$ cat config.mk
export PLATFORM = sky130hd
export DESIGN_NAME = number_guesser
export DESIGN_NICKNAME = d
export VERILOG_FILES = /design/src/rtl/number_guesser.sv
export SDC_FILE = /design/constraint.sdc
export NUM_CORES = 1
export LEC_CHECK = 0
export ABC_CLOCK_PERIOD_IN_PS = 4600
export CORE_MARGIN = 2
export CORE_UTILIZATION = 56
export CTS_CLUSTER_SIZE = 24
export DETAILED_ROUTE_END_ITERATION = 8
export PLACE_DENSITY = 0.78
export SETUP_SLACK_MARGIN = 0.2
export SLEW_MARGIN = 15
export SYNTH_ARGS = -nofsm -noshare
export SYNTH_HDL_FRONTEND = slang
export SYNTH_SLANG_ARGS = --single-unit
$ cat constraint.sdc
create_clock -name clk -period 4.6 [get_ports clk]
set_input_delay 1.38 -clock clk [delete_from_list [all_inputs] [get_ports clk]]
set_output_delay 1.38 -clock clk [all_outputs]
set_load 0.02 [all_outputs]
$ cat src/rtl/number_guesser.sv
// number_guesser: plays one game of number baseball, always proposing the lowest
// 4-digit BCD guess consistent with every scored reply received so far.
module number_guesser #(
    parameter int HIST_DEPTH = 16
) (
    input  logic        clk,
    input  logic        reset,
    input  logic        start,
    output logic [15:0] question,
    output logic        ask_valid,
    input  logic        reply_ready,
    input  logic        reply_valid,
    input  logic [2:0]  strike,
    input  logic [2:0]  ball,
    input  logic        correct,
    output logic        ask_ready,
    output logic        busy,
    output logic        done,
    output logic        solved,
    output logic [15:0] solution,
    output logic [7:0]  tries
);
    localparam int CW = $clog2(HIST_DEPTH + 1);
    localparam int AW = (HIST_DEPTH > 1) ? $clog2(HIST_DEPTH) : 1;
    localparam logic [CW-1:0] FULL = CW'(HIST_DEPTH);
    localparam logic [15:0] FIRST = 16'h0123;
    localparam logic [15:0] LAST = 16'h9876;

    typedef enum logic [2:0] {IDLE, CHECK, NEXT, ASK, WAIT, CAPT, DONE} state_t;

    state_t        state, state_d;
    logic [15:0]   cand, cand_d, question_d, solution_d, inc;
    logic [CW-1:0] idx, idx_d, hist_cnt, hist_cnt_d;
    logic [7:0]    tries_d;
    logic          ask_valid_d, ask_ready_d, busy_d, done_d, solved_d;
    logic [2:0]    cap_strike, cap_strike_d, cap_ball, cap_ball_d, cs, cb;
    logic          cap_correct, cap_correct_d, hist_we;
    logic [15:0]   hist_q [HIST_DEPTH];
    logic [2:0]    hist_s [HIST_DEPTH];
    logic [2:0]    hist_b [HIST_DEPTH];

    function automatic logic [15:0] bcd_inc(input logic [15:0] v);
        logic [15:0] r;
        logic        c;
        r = v;
        c = 1'b1;
        for (int i = 0; i < 4; i++) begin
            if (c) begin
                c = r[4*i +: 4] == 4'd9;
                r[4*i +: 4] = c ? 4'd0 : r[4*i +: 4] + 4'd1;
            end
        end
        return r;
    endfunction

    function automatic logic repeats(input logic [15:0] v);
        logic r;
        r = 1'b0;
        for (int i = 0; i < 4; i++)
            for (int j = i + 1; j < 4; j++)
                r |= v[4*i +: 4] == v[4*j +: 4];
        return r;
    endfunction

    // {strike, ball} of candidate c as seen from history question q
    function automatic logic [5:0] score(input logic [15:0] q, input logic [15:0] c);
        logic [2:0] s, b;
        logic       hit;
        s = '0;
        b = '0;
        for (int i = 0; i < 4; i++) begin
            hit = 1'b0;
            for (int j = 0; j < 4; j++)
                hit |= (j != i) && (q[4*i +: 4] == c[4*j +: 4]);
            if (q[4*i +: 4] == c[4*i +: 4])
                s = s + 3'd1;
            else if (hit)
                b = b + 3'd1;
        end
        return {s, b};
    endfunction

    assign {cs, cb} = score(hist_q[idx[AW-1:0]], cand);
    assign inc = bcd_inc(cand);

    always_comb begin
        state_d       = state;
        cand_d        = cand;
        idx_d         = idx;
        hist_cnt_d    = hist_cnt;
        question_d    = question;
        solution_d    = solution;
        tries_d       = tries;
        ask_valid_d   = ask_valid;
        ask_ready_d   = ask_ready;
        done_d        = done;
        solved_d      = solved;
        cap_strike_d  = cap_strike;
        cap_ball_d    = cap_ball;
        cap_correct_d = cap_correct;
        hist_we       = 1'b0;
        case (state)
            IDLE, DONE: begin
                if (start) begin
                    state_d    = CHECK;
                    cand_d     = FIRST;
                    hist_cnt_d = '0;
                    tries_d    = '0;
                    done_d     = 1'b0;
                    solved_d   = 1'b0;
                    idx_d      = '0;
                end
            end
            CHECK: begin
                if (idx == hist_cnt) begin
                    state_d     = ASK;
                    question_d  = cand;
                    ask_valid_d = 1'b1;
                end else if ({cs, cb} != {hist_s[idx[AW-1:0]], hist_b[idx[AW-1:0]]}) begin
                    state_d = NEXT;
                end else begin
                    idx_d = idx + 1'b1;
                end
            end
            NEXT: begin
                if (cand == LAST) begin
                    state_d  = DONE;
                    done_d   = 1'b1;
                    solved_d = 1'b0;
                end else begin
                    cand_d = inc;
                    if (!repeats(inc)) begin
                        idx_d   = '0;
                        state_d = CHECK;
                    end
                end
            end
            ASK: begin
                if (reply_ready) begin
                    ask_valid_d = 1'b0;
                    tries_d     = tries + 8'd1;
                    state_d     = WAIT;
                end
            end
            WAIT: begin
                if (reply_valid) begin
                    cap_strike_d  = strike;
                    cap_ball_d    = ball;
                    cap_correct_d = correct;
                    ask_ready_d   = 1'b1;
                    state_d       = CAPT;
                end
            end
            CAPT: begin
                ask_ready_d = 1'b0;
                if (cap_correct) begin
                    solution_d = question;
                    solved_d   = 1'b1;
                    done_d     = 1'b1;
                    state_d    = DONE;
                end else begin
                    hist_we    = 1'b1;
                    hist_cnt_d = hist_cnt + 1'b1;
                    state_d    = (hist_cnt_d == FULL) ? DONE : NEXT;
                    done_d     = hist_cnt_d == FULL;
                    solved_d   = 1'b0;
                end
            end
            default: state_d = IDLE;
        endcase
        busy_d = (state_d != IDLE) && (state_d != DONE);
    end

    always_ff @(posedge clk or negedge reset) begin
        if (!reset) begin
            state       <= IDLE;
            cand        <= '0;
            idx         <= '0;
            hist_cnt    <= '0;
            question    <= '0;
            solution    <= '0;
            tries       <= '0;
            ask_valid   <= 1'b0;
            ask_ready   <= 1'b0;
            busy        <= 1'b0;
            done        <= 1'b0;
            solved      <= 1'b0;
            cap_strike  <= '0;
            cap_ball    <= '0;
            cap_correct <= 1'b0;
        end else begin
            state       <= state_d;
            cand        <= cand_d;
            idx         <= idx_d;
            hist_cnt    <= hist_cnt_d;
            question    <= question_d;
            solution    <= solution_d;
            tries       <= tries_d;
            ask_valid   <= ask_valid_d;
            ask_ready   <= ask_ready_d;
            busy        <= busy_d;
            done        <= done_d;
            solved      <= solved_d;
            cap_strike  <= cap_strike_d;
            cap_ball    <= cap_ball_d;
            cap_correct <= cap_correct_d;
        end
    end

    // history contents need no reset: hist_cnt alone marks which entries are live
    always_ff @(posedge clk) begin
        if (hist_we) begin
            hist_q[hist_cnt[AW-1:0]] <= question;
            hist_s[hist_cnt[AW-1:0]] <= cap_strike;
            hist_b[hist_cnt[AW-1:0]] <= cap_ball;
        end
    end
endmodule

==> impl_results.md <==
- Clock buffer depth: 3
- # IOs: 57
- DRC: 0
- Share of cells above drive strength 1: 0.249
- Total track usage: 0.272
- Initial Utilization: 0.568
- Vias in the first global route: 11975
- CTS tree: yes
- CTS root buf: clkbuf_16
- Worst-Margin Slew: 1.10 ns
- Max-slew violations: 0
- Max rail drop VDD: 0.000393 V
- Post-synth ARST share: 0.187
- Setup TNS: -0.259 ns
- Static Leakage: 7.20 nW
- Core box area: around 0.035 mm2
- # hold bufs at CTS: 0
- Fmax: between 200 and 250 MHz
- Clk sinks: 433
- Die width: 191 um
- Failing checks: setup timing
- Slew margin rel.: 0.266
- Clock period minus worst slack: 4.69 ns
- Switching power: 0.00149 W
- Number of buffers added on ports: 56
- Total of max-cap violations: 0
- Yosys reg bits: 433
- Area post-placement: 0.0211 mm2
- Crit path kind: reg -> reg
- Routed WL per cell: 25.8 um
- Die H: roughly 190 um
- Share of total power in combinational logic: 0.004
- DP HPWL: 29000 um
- Final Hold Vio Count: 0
- Post-route cell area: between 0.02 and 0.025 mm2
- First-pass GRT wire length: 73400 um
- PwrDens: approximately 330 mW/mm2
- Drt pass-1 iters: 5
- Yosys top cell area share: 0.539
- Clock Skew: 0.00946 ns
- Vias post-DR: 11905
- Clk network pwr share: 0.449
- RSZ-0062 raised after global routing: yes
- Global placement routability congestion: 0.947
- Synth unique cells: 87
- CP startpoint kind: flop
- Initial antenna violation count: 0
- Cell Area, Synth: 0.0196 mm2
- Hold crit path type: reg -> reg
- Final WL: 48300 um
- Crit end category: flop
- Switching Fraction: 0.195
- Flop pwr share: 0.548
- Drt via density: between 6 and 7
- Num rows: 68
- Setup slack after layout: -0.0877 ns
- Mean Syn Cell Area: 15.7 um2
- Initial DRC count: about 1200
- H-Tree Level Count: 2
- Worst EP required: 5.03 ns
- Pin count of the biggest net entering global routing: 54
- Mapped Cells: 1248
- DRT antenna net count: 0
- Clk_lat worst skew: ~0.55 ns
- Number of buffers created by CTS: 44
- Post-synth EDFFs: approximately 350
- Max FO, Critical Path: 7
- Seq/Total Area, Yosys: 0.642
- Die area: 0.0365 mm2
- Arr. time, crit path: 5.12 ns
- GRT overflow: 0
- Worst-path clk slew: 0.06 ns
- Nets@finish: 1407
- Int Pwr: ~0.0062 W
- Status: complete, but fails checks
- Syn Nets: between 1000 and 1500
- Top_reg_cell synth: edfxtp_1
- Yosys Warn Count: 0
- Area Growth Syn to Fin: 16.8%
- Setup-failing EPs final: 5
- Tcrit/Tclk final: 1.02
- Leading area contributor after synthesis: edfxtp_1
- Diode count: 0
- Synth area leaders: edfxtp_1 54%, dfrtp_1 10%, mux4_2 8.6%
## flip-flops by register name (all words and copies together), names as in the netlist, 3 cells and up
signal and cells:
hist_q 256, hist_b 48, hist_s 48, cand 16, question 16, solution 16
tries 8, hist_cnt 5, idx 5, cap_ball 3, cap_strike 3, state 3
## critical path, cell delays in order, from the launching register on
cell and delay [ns]:
dfrtp_4 0.47, buf_6 0.13, mux4_2 0.50, mux2_4 0.31, o21ai_4 0.22, xnor2_2 0.15, nand3_1 0.10, o22ai_1 0.17
a21oi_1 0.09, nand2_1 0.08, ha_1 0.24, mux2i_2 0.18, inv_1 0.09, ha_4 0.27, o211ai_1 0.09, o21ai_1 0.12
ha_2 0.30, xnor2_1 0.12, and2_1 0.14, mux2_4 0.32, buf_6 0.13, a22o_1 0.17, a31o_1 0.18
## layer usage
layer,global-route usage,part of all wire,vias to the layer above
met3,0.0391,0.077,122
li1,-,-,5133
met5,0,0,-
met2,0.434,0.48,550
met4,0.127,0.046,0
met1,0.375,0.39,6100
## timing repair
action                     4_1_cts  5_1_grt
gates resized for setup         29       11
setup buffers                   11        4
setup endpoints to repair        7        7
pin swaps                       14       14
gates cloned                     2        0
## power by group through the flow
stage / registers [W] / clock network [W] / logic, W
6_report: 0.00419 / 0.00343 / 0.0000292
5_1_grt: 0.00418 / 0.00362 / 0.0000334
4_1_cts: 0.00419 / 0.00346 / 0.0000302
3_5_place_dp: 0.00427 / 0 / 0.0000300
3_3_place_gp: 0.00427 / 0 / 0.0000296
2_1_floorplan: 0.00427 / 0 / 0.00000172
## stage by stage
stage	total power (W)	utilization	setup WS [ns]	hold slack [ns]	std cells
6_report	0.00764	0.663	-0.0877	0.476	1871
5_1_grt	0.00784	0.663	-0.307	0.494	1871
4_1_cts	0.00767	0.660	0.0393	0.484	1867
3_5_place_dp	0.00430	0.612	-0.0797	0.471	1773
3_3_place_gp	0.00430	0.612	0.00493	0.465	1773
2_1_floorplan	0.00427	-	-0.0190	0.509	1248
## layout make-up
type / instances / area (um2)
Clock buffer: 58 / 1200
Timing Repair Buffer: 161 / 1480
Tap cell: 455 / 569
Clock inverter: 23 / 181
Fill cell: 2295 / 11600
Multi-Input combinational cell: 722 / 6790
Sequential cell: 433 / 12600
Inverter: 19 / 71.3
## worst paths after layout
check,startpoint,endpoint,slack [ns],cells past startpoint
worst max-delay path,idx[1],idx[2],-0.09,22
worst min-delay path,ask_ready,ask_ready,0.48,1
worst max register to register,idx[1],idx[2],-0.09,22
worst min register to register,ask_ready,ask_ready,0.48,1
max in group asynchronous,reset,solution[12],2.88,2
min in group asynchronous,reset,cand[6],0.93,1
## cell usage after synthesis, types with 16 or more instances
| cell type | number |
|---|---|
| o21ai_0 | 32 |
| mux4_2 | 75 |
| clkbuf_1 | 34 |
| nand3_1 | 27 |
| edfxtp_1 | 352 |
| mux2_2 | 46 |
| nand2_1 | 82 |
| nand4_1 | 16 |
| a22oi_1 | 20 |
| mux2i_1 | 59 |
| xnor2_1 | 78 |
| a21oi_1 | 24 |
| dfrtp_1 | 81 |
| xor2_1 | 28 |
| buf_2 | 16 |
| nor2_1 | 39 |
| nor3_1 | 17 |
## cells in the final DEF (no fill, tap or decap), types with 44 or more instances in the layout
| cell | count |
|---|---|
| edfxtp_1 | 352 |
| buf_4 | 94 |
| dfrtp_1 | 79 |
| nand2_1 | 76 |
| mux4_2 | 75 |
| xnor2_1 | 72 |
| mux2i_1 | 56 |
| clkdlybuf4s50_1 | 55 |
| mux2_2 | 45 |
| clkbuf_16 | 44 |
## cells by family (layout without fill, tap and decap cells)
kind of cell	Yosys count	count (layout)	synth area share
mux	188	188	0.150
buf+inv	93	261	0.0244
simple gates	253	253	0.0665
compound gates	159	159	0.0579
xor+xnor	108	108	0.0496
flops	433	433	0.642
fa+ha+maj	14	14	0.00893
Note: power is estimated with default switching activity, not from simulation.
==> variant (same settings) <==
The 7 states of `state_t` get a one-hot encoding in 7 bits.
--- a/src/rtl/number_guesser.sv
+++ b/src/rtl/number_guesser.sv
@@ -27,5 +27,5 @@
     localparam logic [15:0] LAST = 16'h9876;
 
-    typedef enum logic [2:0] {IDLE, CHECK, NEXT, ASK, WAIT, CAPT, DONE} state_t;
+    typedef enum logic [6:0] {IDLE = 7'b0000001, CHECK = 7'b0000010, NEXT = 7'b0000100, ASK = 7'b0001000, WAIT = 7'b0010000, CAPT = 7'b0100000, DONE = 7'b1000000} state_t;
 
     state_t        state, state_d;
Function: no difference found for any inputs over 10 cycles, from zero or initial values and one cycle with reset low; not proved beyond that.
==> variant against the original RTL <==
- the flow still finishes with violations (setup timing)
- first-iteration DRC count grew 30%
- routed wire length increased by 18%
- worst setup slack lost 120 ps
- area after synthesis rose by 3.7%
- worst hold slack better by 5.9 ps
- sequential cell count grew 4
- via count grew 12%
- non-clock buffer count grew 51
- cell area grew 6.5%
- die area is 3.6% higher
Power is not compared: it rests on default switching activity, and its combinational part moved more than twofold at a synthesized area within 25%.
==> variant: results (changes against the original RTL) <==
Timing
  • Final worst setup slack: -205 ps (was -87.7 ps)
  • Setup Viol. Count Final: 7 (was 5)
  • Worst Clk Skew: 24.4 ps (was 9.46 ps)
  • Worst rel slew slack: 46.7% (was 26.6%)

Finish
  • Register Area: 12700 um^2 (was 12600 um^2)
  • CLK BUF: 53 (was 58)
  • # fillers: 2360 (was 2295)
  • Multi-input gates: 805 (was 722)
  • Layout cell share with drive strength beyond 1: 27.5% (was 24.9%)
  • Layout clock area frac: 6.88% (was 6.05%)
  • Buffering overhead: 7.70% (was 6.46%)
  • Multi-input gate area: 7450 um^2 (was 6790 um^2)
  • Antenna diodes: 1 (was 0)
  • Bufs w/o clock: 212 (was 161)
  • Final #Nets: 1550 (was 1407)

Placement
  • Placed wire-length estimate: 34.9 mm (was 29.0 mm)
  • DP Area: 22200 um^2 (was 21100 um^2)
  • GP Congestion: 0.954 (was 0.947)

Worst setup path
  • CP arrival: 5250 ps (was 5120 ps)
  • Max Fanout on Critical Path: 12 (was 7)
  • Worst path top cell family by delay: compound AO/OA/AOI/OAI gates (was multiplexers)
  • CP max-delay cell: dfrtp_4 (was mux4_2)
  • Crit path to: idx[1] (was idx[2])

Global route
  • First-pass GRT wire length: 84.0 mm (was 73.4 mm)
  • Initial antenna violation count: 1 (was 0)
  • Met3 Usage GRT: 5.31% (was 3.91%)
  • Pin count of the biggest net entering global routing: 47 (was 54)
  • Aggregate global-route resource usage: 29.9% (was 27.2%)
  • Met2 Use GR: 49.4% (was 43.4%)

CTS
  • CTS resizes: 40 (was 29)
  • Inserted Clock Buffers: 45 (was 44)
  • Clk_lat worst skew: 570 ps (was 550 ps)
  • Clock sink count: 437 (was 433)
  • Postcts setup bufs: 6 (was 11)

Synth
  • Mapped Nets: 1369 (was 1274)
  • Post-synth cell types: 105 (was 87)
  • Async S/R FF share, synth: 19.5% (was 18.7%)
  • Post-synth top cells: edfxtp_1 (352), dfrtp_1 (84), mux2i_1 (84) (was edfxtp_1 (352), nand2_1 (82), dfrtp_1 (81))
  • Synth area leaders: edfxtp_1 (52%), dfrtp_1 (10%), mux4_2 (5.0%) (was edfxtp_1 (54%), dfrtp_1 (10%), mux4_2 (8.6%))

Routing
  • 1st-pass router iterations: 6 (was 5)
  • Routed wl met2: 27.4 mm (was 23.3 mm)
  • Met1 wire length: 22.7 mm (was 19.1 mm)
  • Routed WL: 56.9 mm (was 48.3 mm)
  • Met3 wire len: 4.91 mm (was 3.72 mm)
  • DRT iter0 DRCs: 1584 (was 1214)

Outcome
  • Failing checks: setup timing (unchanged)
  • Status: complete, but fails checks (unchanged)

Floorplanning
  • Die X: 195 um (was 191 um)

Worst hold path
  • Hold Path End: done (was ask_ready)
  • Hold path start: done (was ask_ready)
==> variant: cells by family after synthesis <==
| logic type | count (synthesis) | share of synthesized area (%) |
|---|---|---|
| and+or+nand+nor | 312 | 8.50 |
| AOI/OAI and AO/OA | 208 | 8.31 |
| muxes | 191 | 13.5 |
| DFF | 437 | 62.4 |
| adders and majority gates | 12 | 0.738 |
| xor gates and xnor gates | 82 | 3.72 |
| buffers and inverters | 103 | 2.81 |
==> variant: stage by stage <==
| stage | util, % | TNS [ps] | setup WS, ps | hold slack [ps] | std cells |
|---|---|---|---|---|---|
| floorplan | - | -368 | -121 | 466 | 1345 |
| global placement | 62.2 | -1130 | -246 | 464 | 1920 |
| detailed placement | 62.2 | -1790 | -347 | 475 | 1920 |
| CTS | 67.5 | -742 | -197 | 489 | 2010 |
| global route | 68.4 | -2040 | -359 | 521 | 2024 |
| finish | 68.4 | -808 | -205 | 482 | 2025 |
